===== src/rtl/cpu_pkg.sv =====
// Shared CPU constants and the prefetch entry layout used by the fetch path.
package cpu_pkg;

   localparam int          IMEM_WORDS = 32;
   localparam logic [31:0] RESET_PC   = 32'h0000_0000;

   typedef struct packed {
      logic [31:0] pc;
      logic [31:0] instr;
   } fetch_entry_t;

endpackage


===== src/rtl/fetch_fifo.sv =====
// Prefetch FIFO: DEPTH entries of {pc, instr}, combinational head read, flush clears pointers.
module fetch_fifo
   import cpu_pkg::*;
#(
   parameter int  DEPTH = 4,
   localparam int PTR_W = $clog2(DEPTH),
   localparam int CNT_W = $clog2(DEPTH + 1)
) (
   input  logic             clk,
   input  logic             rst_n,
   input  logic             push,
   input  logic             pop,
   input  logic             flush,
   input  fetch_entry_t     wdata,
   output fetch_entry_t     rdata,
   output logic [CNT_W-1:0] count,
   output logic             full,
   output logic             empty
);

   fetch_entry_t     mem_reg [DEPTH];
   logic [PTR_W-1:0] wr_ptr_reg;
   logic [PTR_W-1:0] rd_ptr_reg;
   logic [CNT_W-1:0] count_reg;

   // Storage is not reset; only the pointers and count define what is live.
   always_ff @(posedge clk) begin
      if (push && !flush) begin
         mem_reg[wr_ptr_reg] <= wdata;
      end
   end

   always_ff @(posedge clk or negedge rst_n) begin
      if (!rst_n) begin
         wr_ptr_reg <= '0;
         rd_ptr_reg <= '0;
         count_reg  <= '0;
      end else if (flush) begin
         wr_ptr_reg <= '0;
         rd_ptr_reg <= '0;
         count_reg  <= '0;
      end else begin
         if (push) begin
            wr_ptr_reg <= wr_ptr_reg + 1'b1;
         end
         if (pop) begin
            rd_ptr_reg <= rd_ptr_reg + 1'b1;
         end
         case ({push, pop})
            2'b10:   count_reg <= count_reg + 1'b1;
            2'b01:   count_reg <= count_reg - 1'b1;
            default: count_reg <= count_reg;
         endcase
      end
   end

   assign rdata = mem_reg[rd_ptr_reg];
   assign count = count_reg;
   assign full  = (count_reg == CNT_W'(DEPTH));
   assign empty = (count_reg == '0);

endmodule


===== src/rtl/instr_fetch_ctrl.sv =====
// Fetch controller: owns the fetch PC, feeds the prefetch FIFO from instruction memory,
// and handles redirects, the misaligned-redirect fault and the end-of-memory pause.
module instr_fetch_ctrl
   import cpu_pkg::*;
#(
   parameter int          DEPTH     = 4,
   parameter logic [31:0] RESET_PC  = cpu_pkg::RESET_PC,
   parameter int          MEM_WORDS = IMEM_WORDS
) (
   input  logic        clk_i,
   input  logic        rst_i,
   input  logic        fetch_en_i,
   output logic [31:0] mem_addr_o,
   input  logic [31:0] mem_instr_i,
   input  logic        redirect_i,
   input  logic [31:0] redirect_pc_i,
   output logic        instr_valid_o,
   input  logic        instr_ready_i,
   output logic [31:0] instr_o,
   output logic [31:0] instr_pc_o,
   output logic        done_o,
   output logic        fault_o
);

   localparam int          CNT_W = $clog2(DEPTH + 1);
   localparam logic [31:0] LIMIT = 32'(MEM_WORDS * 4);

   logic [31:0]      fetch_pc_reg;
   logic [31:0]      fetch_pc_next;
   logic             fault_reg;
   logic             fault_next;
   logic             at_end;
   logic             push;
   logic             pop;
   logic             fifo_full;
   logic             fifo_empty;
   logic [CNT_W-1:0] fifo_count;
   fetch_entry_t     wr_entry;
   fetch_entry_t     head;

   assign at_end = (fetch_pc_reg >= LIMIT);
   assign pop    = !fifo_empty && instr_ready_i;
   // A full FIFO still accepts a word when the head leaves in the same cycle.
   assign push   = fetch_en_i && !redirect_i && !fault_reg && !at_end && (!fifo_full || pop);

   always_comb begin
      fetch_pc_next = fetch_pc_reg;
      fault_next    = fault_reg;
      if (redirect_i) begin
         if (!fault_reg) begin
            if (redirect_pc_i[1:0] == 2'b00) begin
               fetch_pc_next = redirect_pc_i;
            end else begin
               fault_next = 1'b1;
            end
         end
      end else if (push) begin
         fetch_pc_next = fetch_pc_reg + 32'd4;
      end
   end

   always_ff @(posedge clk_i or negedge rst_i) begin
      if (!rst_i) begin
         fetch_pc_reg <= RESET_PC;
         fault_reg    <= 1'b0;
      end else begin
         fetch_pc_reg <= fetch_pc_next;
         fault_reg    <= fault_next;
      end
   end

   assign wr_entry = '{pc: fetch_pc_reg, instr: mem_instr_i};

   fetch_fifo #(
      .DEPTH(DEPTH)
   ) u_fifo (
      .clk   (clk_i),
      .rst_n (rst_i),
      .push  (push),
      .pop   (pop),
      .flush (redirect_i),
      .wdata (wr_entry),
      .rdata (head),
      .count (fifo_count),
      .full  (fifo_full),
      .empty (fifo_empty)
   );

   assign mem_addr_o    = fetch_pc_reg;
   assign instr_valid_o = !fifo_empty;
   assign instr_o       = fifo_empty ? 32'd0 : head.instr;
   assign instr_pc_o    = fifo_empty ? 32'd0 : head.pc;
   assign done_o        = at_end && (fifo_count == '0) && !fault_reg;
   assign fault_o       = fault_reg;

endmodule

===== config.mk =====
export PLATFORM = sky130hd
export DESIGN_NAME = instr_fetch_ctrl
export DESIGN_NICKNAME = d
export VERILOG_FILES = /design/src/rtl/cpu_pkg.sv /design/src/rtl/fetch_fifo.sv /design/src/rtl/instr_fetch_ctrl.sv
export SDC_FILE = /design/constraint.sdc
export NUM_CORES = 1
export LEC_CHECK = 0
export BUFFER_PORTS_ARGS = -buffer_cell sky130_fd_sc_hd__buf_4
export CORE_MARGIN = 5
export CORE_UTILIZATION = 45
export CTS_BUF_LIST = sky130_fd_sc_hd__clkbuf_8
export DETAILED_ROUTE_END_ITERATION = 10
export GPL_TIMING_DRIVEN = 0
export MAX_ROUTING_LAYER = met4
export PLACE_DENSITY = 0.65
export SYNTH_ARGS = -nofsm -noshare
export SYNTH_HDL_FRONTEND = slang
export SYNTH_SLANG_ARGS = --single-unit

===== constraint.sdc =====
create_clock -name clk_i -period 6.3 [get_ports clk_i]
set_input_delay 0.63 -clock clk_i [delete_from_list [all_inputs] [get_ports clk_i]]
set_output_delay 0.63 -clock clk_i [all_outputs]
set_load 0.01 [all_outputs]

* Word-level counts from Yosys, hierarchy flattened
Memories as Yosys holds them, arrays and structs flattened.
Cells that the tools add are included.
** Word-level totals
- Register bits :: 40
- RAM bits :: 256
- Bits of input ports :: 69
- Memories :: 1
** Operators by class
- Add/subtract/negate cells :: 5
- Magnitude comparators :: 1
- Equal/unequal tests :: 5
- Muxes and demuxes :: 16
- Reduce and logical (&&, ||, !) cells :: 20
** Memories
- u_fifo.mem_reg :: words 4, width 64, rd ports 1, clocked after memory_dff 0, wr ports 1, line fetch_fifo.sv:21 : fetch_entry_t mem_reg [DEPTH];
** Operators with widths (number)
- $mux W32 :: 6
- $add A32 B3 Y32 const B :: 1
- $ge A32 B8 Y1 const B :: 1
- $logic_and A1 B1 Y1 :: 8
- $mux W2 :: 4
- $pmux W3 S2 :: 1
- $logic_not A1 Y1 :: 5
- $add A2 B1 Y2 const B :: 2
- $mux W1 :: 4
- $reduce_bool A2 Y1 :: 2
- $add A3 B1 Y3 const B :: 1
- $eq A3 B3 Y1 const B :: 1
- $logic_not A3 Y1 :: 1
- $mux W3 :: 1
- $reduce_and A3 Y1 :: 1
- $reduce_bool A3 Y1 :: 1
- $sub A3 B1 Y3 const B :: 1
- $eq A2 B1 Y1 const B :: 1
- $eq A2 B2 Y1 const B :: 1
- $logic_not A2 Y1 :: 1
- $ne A2 B1 Y1 const B :: 1
- $ne A2 B2 Y1 const B :: 1
- $logic_or A1 B1 Y1 :: 1

* Logic depth before layout (Yosys ltp)
Gate-level depths: netlist (run 1).
- Word-level depth :: 8
- Mapped depth :: 11

* Hierarchy
Synthesis (run 1) repeated with hierarchy kept, for this count alone.
** Second synthesis, totals
- Cell total of the unflattened synthesis :: 630
- Area, all modules :: 11766.3 um^2
** By module, submodules not included
- fetch_fifo :: instances 1, cells an instance 377, area an instance 9669.3 um^2, sequential area each 7862.5 um^2
- instr_fetch_ctrl :: instances 1, cells an instance 253, area an instance 2097.0 um^2, sequential area each 825.8 um^2

* Worst setup path after synthesis (run 1)
OpenSTA, ideal clock, no wires.
- Path kind :: input -> register
- Start :: input redirect_i
- End :: memory u_fifo.mem_reg[0][0] (netlist bit) (enable)
- Data arrival time :: 3.360 ns
- Slack :: 2.512 ns
- Cell stages on the path :: 6
- Buffers on the path :: 2
- Path through :: buf_2 -> nor3b_1 -> nand4_1 -> nor3_1 -> clkbuf_1 -> and2_1
** Between the ends
- Longest elaborated chain between the ends :: 8
** Ends and longest elaborated chain
- start: declaration :: line instr_fetch_ctrl.sv:15 : input logic redirect_i,
- $logic_not A1 Y1 (*) :: line fetch_fifo.sv:28, instr_fetch_ctrl.sv:44
- $logic_and A1 B1 Y1 (4 in series) :: line instr_fetch_ctrl.sv:44 : assign push = fetch_en_i && !redirect_i && !fault_reg && !at_end && (!fifo_full || pop);
- $logic_and A1 B1 Y1 (*) :: line fetch_fifo.sv:28 : if (push && !flush) begin
- $mux W1 (*) :: line fetch_fifo.sv:28
- $mux W1 (not written as such) (*) :: line fetch_fifo.sv:29 : mem_reg[wr_ptr_reg] <= wdata;
- end: declaration :: line fetch_fifo.sv:21
Every way passes the cells marked *; elsewhere a longest branch is shown, timed or not.

* Worst setup path in the final report (run 1)
- Start :: register fetch_pc_reg[10] (netlist: mem_addr_o[10])
- End :: memory u_fifo.mem_reg[2][0] (netlist bit) (enable)
** Between the ends
- Longest elaborated chain between the ends :: 7
** Ends and longest elaborated chain
- start: declaration :: line instr_fetch_ctrl.sv:28 : logic [31:0] fetch_pc_reg;
- start signal: assignment :: line instr_fetch_ctrl.sv:67 : fetch_pc_reg <= fetch_pc_next;
- $ge A32 B8 Y1 :: line instr_fetch_ctrl.sv:41 : assign at_end = (fetch_pc_reg >= LIMIT);
- $logic_not A1 Y1 :: line instr_fetch_ctrl.sv:44
- $logic_and A1 B1 Y1 (2 in series) :: line instr_fetch_ctrl.sv:44
- $logic_and A1 B1 Y1 :: line fetch_fifo.sv:28
- $mux W1 :: line fetch_fifo.sv:28
- $mux W1 (not written as such) :: line fetch_fifo.sv:29
Every way passes these cells.

==> PnR_summary.wiki, run 1 <==
{| class="wikitable"
! Metric !! Value
|-
| Result of the run || completed
|-
| Vias in the first global route || 7335
|-
| Worst Setup Start Kind || flip-flop
|-
| Maximum number of pins on one net before global-route repair || 53
|-
| Initial antenna violation count || 1
|-
| Routed wire length || 26.3 mm
|-
| Clk sinks || 296
|-
| WP data arrival || 3.65 ns
|-
| Unrepaired setup endpoints after global routing || false
|-
| Worst-path clk slew || 0.06 ns
|-
| Post-CTS resize count || 0
|-
| Starting utilization of the core area || 45.7%
|-
| Die Y || 173 µm
|-
| Number of flops mapped to enable cells by yosys || 256
|-
| Top library cells by usage in the layout, fill and taps aside || sky130_fd_sc_hd__edfxtp_1, sky130_fd_sc_hd__buf_4, sky130_fd_sc_hd__and2_1
|-
| Critical-path top delay cell || sky130_fd_sc_hd__nor3_1
|-
| Number of synthesized register bits || 296
|-
| Detailed-route vias per instance || 5.41
|-
| Tcrit/Tclk final || 54.6%
|-
| Most common library cell in the layout ignoring fill and taps || sky130_fd_sc_hd__edfxtp_1
|-
| Number of optimization iterations in the first detailed-route pass || 5
|-
| Sequential-to-total area share from yosys stat || 72.7%
|-
| Post-CTS setup buffers || 0
|-
| Post-synth ARST share || 13.5%
|-
| Cell-by-cell listing of the critical path || nor4_2, nand4_1, nor3_1, clkbuf_1, and2_4, buf_16
|-
| GR Overflow Total || 0
|-
| Final HPWL from detailed placement || 17.0 mm
|-
| Max FFs per register || 256
|-
| Summed instance area of the synthesized netlist || 0.0120 mm²
|-
| Max-slew violations || 0
|-
| Worst hold-check path type || in2async
|-
| Power Density || 274 mW/mm²
|-
| Sum Neg Setup Slack || 0 ns
|-
| Via count || 6830
|-
| Total global routing track utilization || 18.2%
|-
| Worst-case register-to-register setup slack || 2.86 ns
|-
| Part of the total power dissipated in the clock network || 41.5%
|-
| Weighted congestion reported at the end of routability-driven placement || 0.834
|-
| Area used by sequential logic in the layout || 0.00869 mm²
|-
| Worst-case headroom to the max-slew limit || 33.4%
|-
| Net count of the mapped netlist || 743
|-
| VDD IR max || 0.130 mV
|-
| H-tree depth || 2
|-
| Max Cap Violations || 0
|-
| Buffer cell driving the clock tree root || sky130_fd_sc_hd__clkbuf_8
|-
| Row count || 59
|-
| Area overhead of the layout relative to synthesis || 23.3%
|-
| Yosys synthesis warning count || 0
|-
| Hold violation count in the final report || 0
|-
| Post-layout nets || 965
|-
| Flop pwr share || 55.0%
|-
| Core footprint || 0.0261 mm²
|-
| Wire length of the first global-routing pass || 41.9 mm
|-
| Area of the multi-input gates || 0.00306 mm²
|-
| Maximum clock frequency || 0.291 GHz
|-
| Peak per-stage delay on the critical path || 0.62 ns
|-
| Area of all placed cells without fillers || 0.0147 mm²
|-
| Ratio of cells with drive above 1 in the final layout || 34.8%
|-
| Comb power frac || 3.6%
|-
| Most used DFF post-synth || sky130_fd_sc_hd__edfxtp_1
|-
| CP top delay family || simple AND/OR/NAND/NOR gates
|-
| Drt initial violations || 411
|-
| Hold slack final || 0.0450 ns
|-
| Port-buffer cells || 166
|-
| WS Path Type || reg2reg
|-
| Fraction of power spent switching nets || 21.3%
|-
| P_leak || 5.30 nW
|-
| CTS Buf Count || 50
|-
| Setup-violating endpoint count in the final report || 0
|-
| Final Skew || 0.0277 ns
|-
| Remaining antenna violation count after routing || 0
|-
| Routed wirelength normalized by instance count || 20.9 µm
|-
| TritonCTS clock tree || built
|-
| Maximum clock path buffer count || 3
|-
| Pint || 3.18 mW
|-
| Number of top-level pins || 168
|-
| Data required time of the critical path || 6.52 ns
|-
| Post-route minimum period || 3.44 ns
|-
| Capturing element type of the critical path || flip-flop
|-
| Synth cell types || 52
|-
| Die ar. || 0.0299 mm²
|-
| Top fanout value on the critical path || 39
|-
| Net load switching power || 861 µW
|-
| Residual DRC count || 0
|-
| Hold Buf Count CTS || 0
|-
| Worst-Skew Late Latency || 0.56 ns
|-
| Pin slew with the least headroom to its limit || 0.989 ns
|-
| Synthesized instance count || 667
|-
| Synthesized area per cell || 17.9 µm²
|-
| Number of filler instances in the final layout || 2129
|-
| Total buffers and inverters traversed by the critical path || 2
|-
| Standard cell area after detailed placement || 0.0137 mm²
|-
| Horizontal extent of the die || 173 µm
|}
## per-layer routing
layer	part of all wire, %	up-vias	track usage, %	wire length (µm)
met1	45	3429	25.5	11800
li1	-	3088	-	-
met2	46	276	27.6	12200
met4	1.5	0	4.36	401
met3	7.1	37	4.13	1880
met5	0	-	-	0
## metrics by stage
| step | utilization, % | cells | power [mW] | setup WS (ns) |
|---|---|---|---|---|
| finish | 56.4 | 1262 | 4.04 | 2.86 |
| global route | 56.4 | 1262 | 4.21 | 2.61 |
| CTS | 56.4 | 1261 | 4.09 | 2.80 |
| detailed placement | 52.6 | 1172 | 2.40 | 2.64 |
| global placement | 52.1 | 1168 | 2.40 | 0.649 |
| floorplan | - | 667 | 2.29 | 2.51 |
## power by group through the flow
stage / combinational [mW] / sequential (mW) / clock [mW]
floorplan: 0.0456 / 2.24 / 0
global placement: 0.142 / 2.26 / 0
detailed placement: 0.145 / 2.26 / 0
CTS: 0.145 / 2.22 / 1.73
global route: 0.158 / 2.22 / 1.82
finish: 0.143 / 2.22 / 1.67
## worst paths after layout
path,from,end,depth (start not counted)
worst max-delay path,mem_addr_o[10]$_DFFE_PN0P_,u_fifo.mem_reg[2][0]$_DFFE_PP_,6
worst min-delay path,rst_i,mem_addr_o[11]$_DFFE_PN0P_,1
max in group asynchronous,rst_i,u_fifo.rd_ptr_reg[1]$_DFFE_PN0P_,1
worst min register to register,u_fifo.wr_ptr_reg[0]$_DFFE_PN0P_,u_fifo.wr_ptr_reg[0]$_DFFE_PN0P_,1
worst max register to register,mem_addr_o[10]$_DFFE_PN0P_,u_fifo.mem_reg[2][0]$_DFFE_PP_,6
min in group clk_i,mem_instr_i[25],u_fifo.mem_reg[0][25]$_DFFE_PP_,1
## cells in the mapped netlist, types with 8 or more instances
| library cell | number | share of area [%] |
|---|---|---|
| sky130_fd_sc_hd__a21oi_1 | 16 | 0.67 |
| sky130_fd_sc_hd__inv_1 | 17 | 0.53 |
| sky130_fd_sc_hd__o22ai_1 | 9 | 0.47 |
| sky130_fd_sc_hd__mux4_2 | 64 | 12 |
| sky130_fd_sc_hd__and2_1 | 71 | 3.7 |
| sky130_fd_sc_hd__edfxtp_1 | 256 | 64 |
| sky130_fd_sc_hd__nor2_1 | 22 | 0.69 |
| sky130_fd_sc_hd__o22a_1 | 10 | 0.73 |
| sky130_fd_sc_hd__nand3_1 | 18 | 0.75 |
| sky130_fd_sc_hd__clkbuf_1 | 22 | 0.69 |
| sky130_fd_sc_hd__dfrtp_1 | 40 | 8.4 |
| sky130_fd_sc_hd__nand2_1 | 23 | 0.72 |
| sky130_fd_sc_hd__nand4_1 | 8 | 0.42 |
## worst reg2reg max path: stages (launching register included)
cell                       delay, ns
sky130_fd_sc_hd__dfrtp_1        0.51
sky130_fd_sc_hd__nor4_2         0.41
sky130_fd_sc_hd__nand4_1        0.22
sky130_fd_sc_hd__nor3_1         0.62
sky130_fd_sc_hd__clkbuf_1       0.46
sky130_fd_sc_hd__and2_4         0.54
sky130_fd_sc_hd__buf_16         0.30
## cell families after synthesis
family,Yosys count,share of synthesized area [%]
and+or+nand+nor,174,8.21
buffers and inverters,53,1.80
muxes,70,12.6
adders and majority gates,7,0.795
xor gates and xnor gates,3,0.220
AOI/OAI and AO/OA,64,3.75
DFF,296,72.7
## layout make-up
class	instances	area share (%)
Sequential cell	296	58.9
Multi-Input combinational cell	318	20.8
Timing Repair Buffer	170	9.20
Clock buffer	60	5.60
Tap cell	335	2.84
Clock inverter	29	1.15
Buffer	35	1.00
Inverter	18	0.458
Antenna cell	1	0.0170
Power figures use the tool's default switching activity.
==> run 2, diff against run 1 <==
PLACE_DENSITY = 0.68   (was 0.65)
clock period = 3.1 ns   (was 6.3 ns; I/O delays follow)
==> run 2 against run 1 <==
Compared with the run above: largest power group unchanged; worst hold slack better by 0.0066 ns; non-clock buffer count up 37; die area unchanged; wire length rose by 4.9%; register-to-register slack got worse by 2.7 ns; first-iteration DRC count grew 25%; cell count increased by 3.2%; via count is 3.5% higher; critical path depth grew 2; core utilization increased by 1.6 points.
==> PnR_summary.wiki, run 2 (same netlist as run 1, synthesis figures left out) <==
{| class="wikitable"
! Metric !! Value
|-
| TritonCTS clock tree || built
|-
| Row count || 59
|-
| Max-slew violations || 0
|-
| Startpoint of the worst setup timing path || mem_addr_o[10]$_DFFE_PN0P_
|-
| WP data arrival || 3.41 ns
|-
| Total global routing track utilization || 19.0%
|-
| Drt initial violations || 513
|-
| Core occupancy in the finished layout || 58.0%
|-
| Data required time of the critical path || 3.56 ns
|-
| GR Overflow Total || 0
|-
| Peak per-stage delay on the critical path || 0.52 ns
|-
| Buffer cell driving the clock tree root || sky130_fd_sc_hd__clkbuf_8
|-
| Number of optimization iterations in the first detailed-route pass || 5
|-
| Ratio of cells with drive above 1 in the final layout || 34.2%
|-
| Worst Setup Start Kind || flip-flop
|-
| Maximum clock frequency || 0.339 GHz
|-
| Number of top-level pins || 168
|-
| Top library cells by usage in the layout, fill and taps aside || sky130_fd_sc_hd__edfxtp_1, sky130_fd_sc_hd__buf_4, sky130_fd_sc_hd__and2_1
|-
| Port-buffer cells || 166
|-
| Reg-to-reg critical path startpoint || mem_addr_o[10]$_DFFE_PN0P_
|-
| Pin slew with the least headroom to its limit || 0.931 ns
|-
| Startpoint of the most critical hold path || redirect_pc_i[14]
|-
| Clk sinks || 296
|-
| Post-layout nets || 1004
|-
| H-tree depth || 2
|-
| Wire length of the first global-routing pass || 43.4 mm
|-
| Remaining antenna violation count after routing || 0
|-
| Residual DRC count || 0
|-
| VDD IR max || 0.302 mV
|-
| Max Cap Violations || 0
|-
| CTS Buf Count || 48
|-
| CP top delay family || simple AND/OR/NAND/NOR gates
|-
| Total buffers and inverters traversed by the critical path || 1
|-
| Cell-by-cell listing of the critical path || nor4_2, nand4_1, or2_1, buf_6, nand2_1, fa_1, or4_1, a31oi_1
|-
| Standard cell area after detailed placement || 0.0137 mm²
|-
| Critical-path top delay cell || sky130_fd_sc_hd__or4_1
|-
| Core footprint || 0.0261 mm²
|-
| Vias in the first global route || 7473
|-
| Area of all placed cells without fillers || 0.0151 mm²
|-
| Worst hold-check path type || in2reg
|-
| Via count || 7071
|-
| Number of filler instances in the final layout || 2068
|-
| P_leak || 5.48 nW
|-
| Tcrit/Tclk final || 95.1%
|-
| Detailed-route vias per instance || 5.43
|-
| Area overhead of the layout relative to synthesis || 26.7%
|-
| Sum Neg Setup Slack || 0 ns
|-
| Starting utilization of the core area || 45.7%
|-
| Weighted congestion reported at the end of routability-driven placement || 0.873
|-
| Die ar. || 0.0299 mm²
|-
| Routed wire length || 27.6 mm
|-
| Die Y || 173 µm
|-
| Worst-Skew Late Latency || 0.56 ns
|-
| Area of the multi-input gates || 0.00310 mm²
|-
| Area used by sequential logic in the layout || 0.00869 mm²
|-
| Worst-case headroom to the max-slew limit || 37.4%
|-
| Post-layout total power || 8.18 mW
|-
| Initial antenna violation count || 0
|-
| Final HPWL from detailed placement || 17.2 mm
|-
| Power Density || 540 mW/mm²
|-
| Setup-violating endpoint count in the final report || 0
|-
| Diodes inserted || 0
|-
| Post-route minimum period || 2.95 ns
|-
| Max FFs per register || 256
|-
| Worst-path clk slew || 0.06 ns
|-
| Maximum number of pins on one net before global-route repair || 45
|-
| Final Skew || 0.0248 ns
|-
| Maximum clock path buffer count || 3
|-
| Routed wirelength normalized by instance count || 21.2 µm
|-
| Horizontal extent of the die || 173 µm
|-
| Top fanout value on the critical path || 10
|-
| WS Path Type || reg2reg
|-
| Capturing element type of the critical path || flip-flop
|-
| Hold violation count in the final report || 0
|-
| Most common library cell in the layout ignoring fill and taps || sky130_fd_sc_hd__edfxtp_1
|-
| Result of the run || completed
|}
-- run 2: cell count changes in the layout (fill, tap and decap cells not counted), moves of 3 or more --
cell | before | now
sky130_fd_sc_hd__clkbuf_1 | 22 | 18
sky130_fd_sc_hd__clkbuf_8 | 60 | 50
sky130_fd_sc_hd__dlygate4sd3_1 | 0 | 38
sky130_fd_sc_hd__clkbuf_4 | 0 | 4
sky130_fd_sc_hd__and2_2 | 0 | 4
sky130_fd_sc_hd__buf_1 | 5 | 2
sky130_fd_sc_hd__clkinv_2 | 4 | 7
sky130_fd_sc_hd__inv_1 | 33 | 36
sky130_fd_sc_hd__clkinvlp_4 | 1 | 5
-- run 2: per-layer routing --
metal | track usage, % | vias to the layer above | share of wire, %
met5 | - | - | 0
met4 | 4.19 | 0 | 1.5
met3 | 3.69 | 40 | 6.6
met2 | 29.0 | 285 | 48
met1 | 27.1 | 3570 | 44
li1 | - | 3176 | -
-- run 2: layout make-up --
type / count / area share, %
Timing Repair Buffer: 208 / 11.4
Clock inverter: 40 / 1.87
Sequential cell: 296 / 57.4
Inverter: 18 / 0.446
Buffer: 34 / 1.10
Clock buffer: 50 / 4.54
Multi-Input combinational cell: 322 / 20.5
Tap cell: 335 / 2.77
-- run 2: report_power, final --
part | switching (mW) | internal (mW)
clock network | 1.50 | 1.84
registers | 0.116 | 4.39
logic | 0.149 | 0.185
total | 1.76 | 6.42
-- run 2: worst register-to-register path, stage by stage, from the launching register on --
cell                      delay [ns]
sky130_fd_sc_hd__dfrtp_1        0.51
sky130_fd_sc_hd__nor4_2         0.45
sky130_fd_sc_hd__nand4_1        0.28
sky130_fd_sc_hd__or2_1          0.29
sky130_fd_sc_hd__buf_6          0.14
sky130_fd_sc_hd__nand2_1        0.07
sky130_fd_sc_hd__fa_1           0.42
sky130_fd_sc_hd__or4_1          0.52
sky130_fd_sc_hd__a31oi_1        0.17
-- run 2: metrics by stage --
step	hold WS, ns	setup WS (ns)	cells
floorplan	0.0144	0.165	667
global placement	0.335	-1.09	1168
detailed placement	0.342	-0.396	1172
CTS	0.0190	0.00580	1301
global route	0.0422	-0.00498	1303
finish	0.0516	0.151	1303
-- run 2: timing repair --
item | 4_1_cts | 5_1_grt
pin swaps | 2 | 3
hold buffers | 38 | 0
endpoints found under the hold margin | 172 | 0
setup endpoints to repair | 250 | 169
buffers inserted | 0 | 0
gates resized for setup | 6 | 7
gates cloned | 2 | 2
-- run 2: worst paths after layout --
check,end,cells past startpoint,slack (ns)
hold / removal,mem_addr_o[14]$_DFFE_PN0P_,3,0.05
hold reg to reg,u_fifo.wr_ptr_reg[0]$_DFFE_PN0P_,1,0.54
min in group asynchronous,mem_addr_o[11]$_DFFE_PN0P_,2,0.28
setup reg to reg,u_fifo.count[1]$_DFFE_PN0P_,8,0.15
setup / recovery,u_fifo.count[1]$_DFFE_PN0P_,8,0.15
max in group asynchronous,mem_addr_o[22]$_DFFE_PN0P_,2,2.40
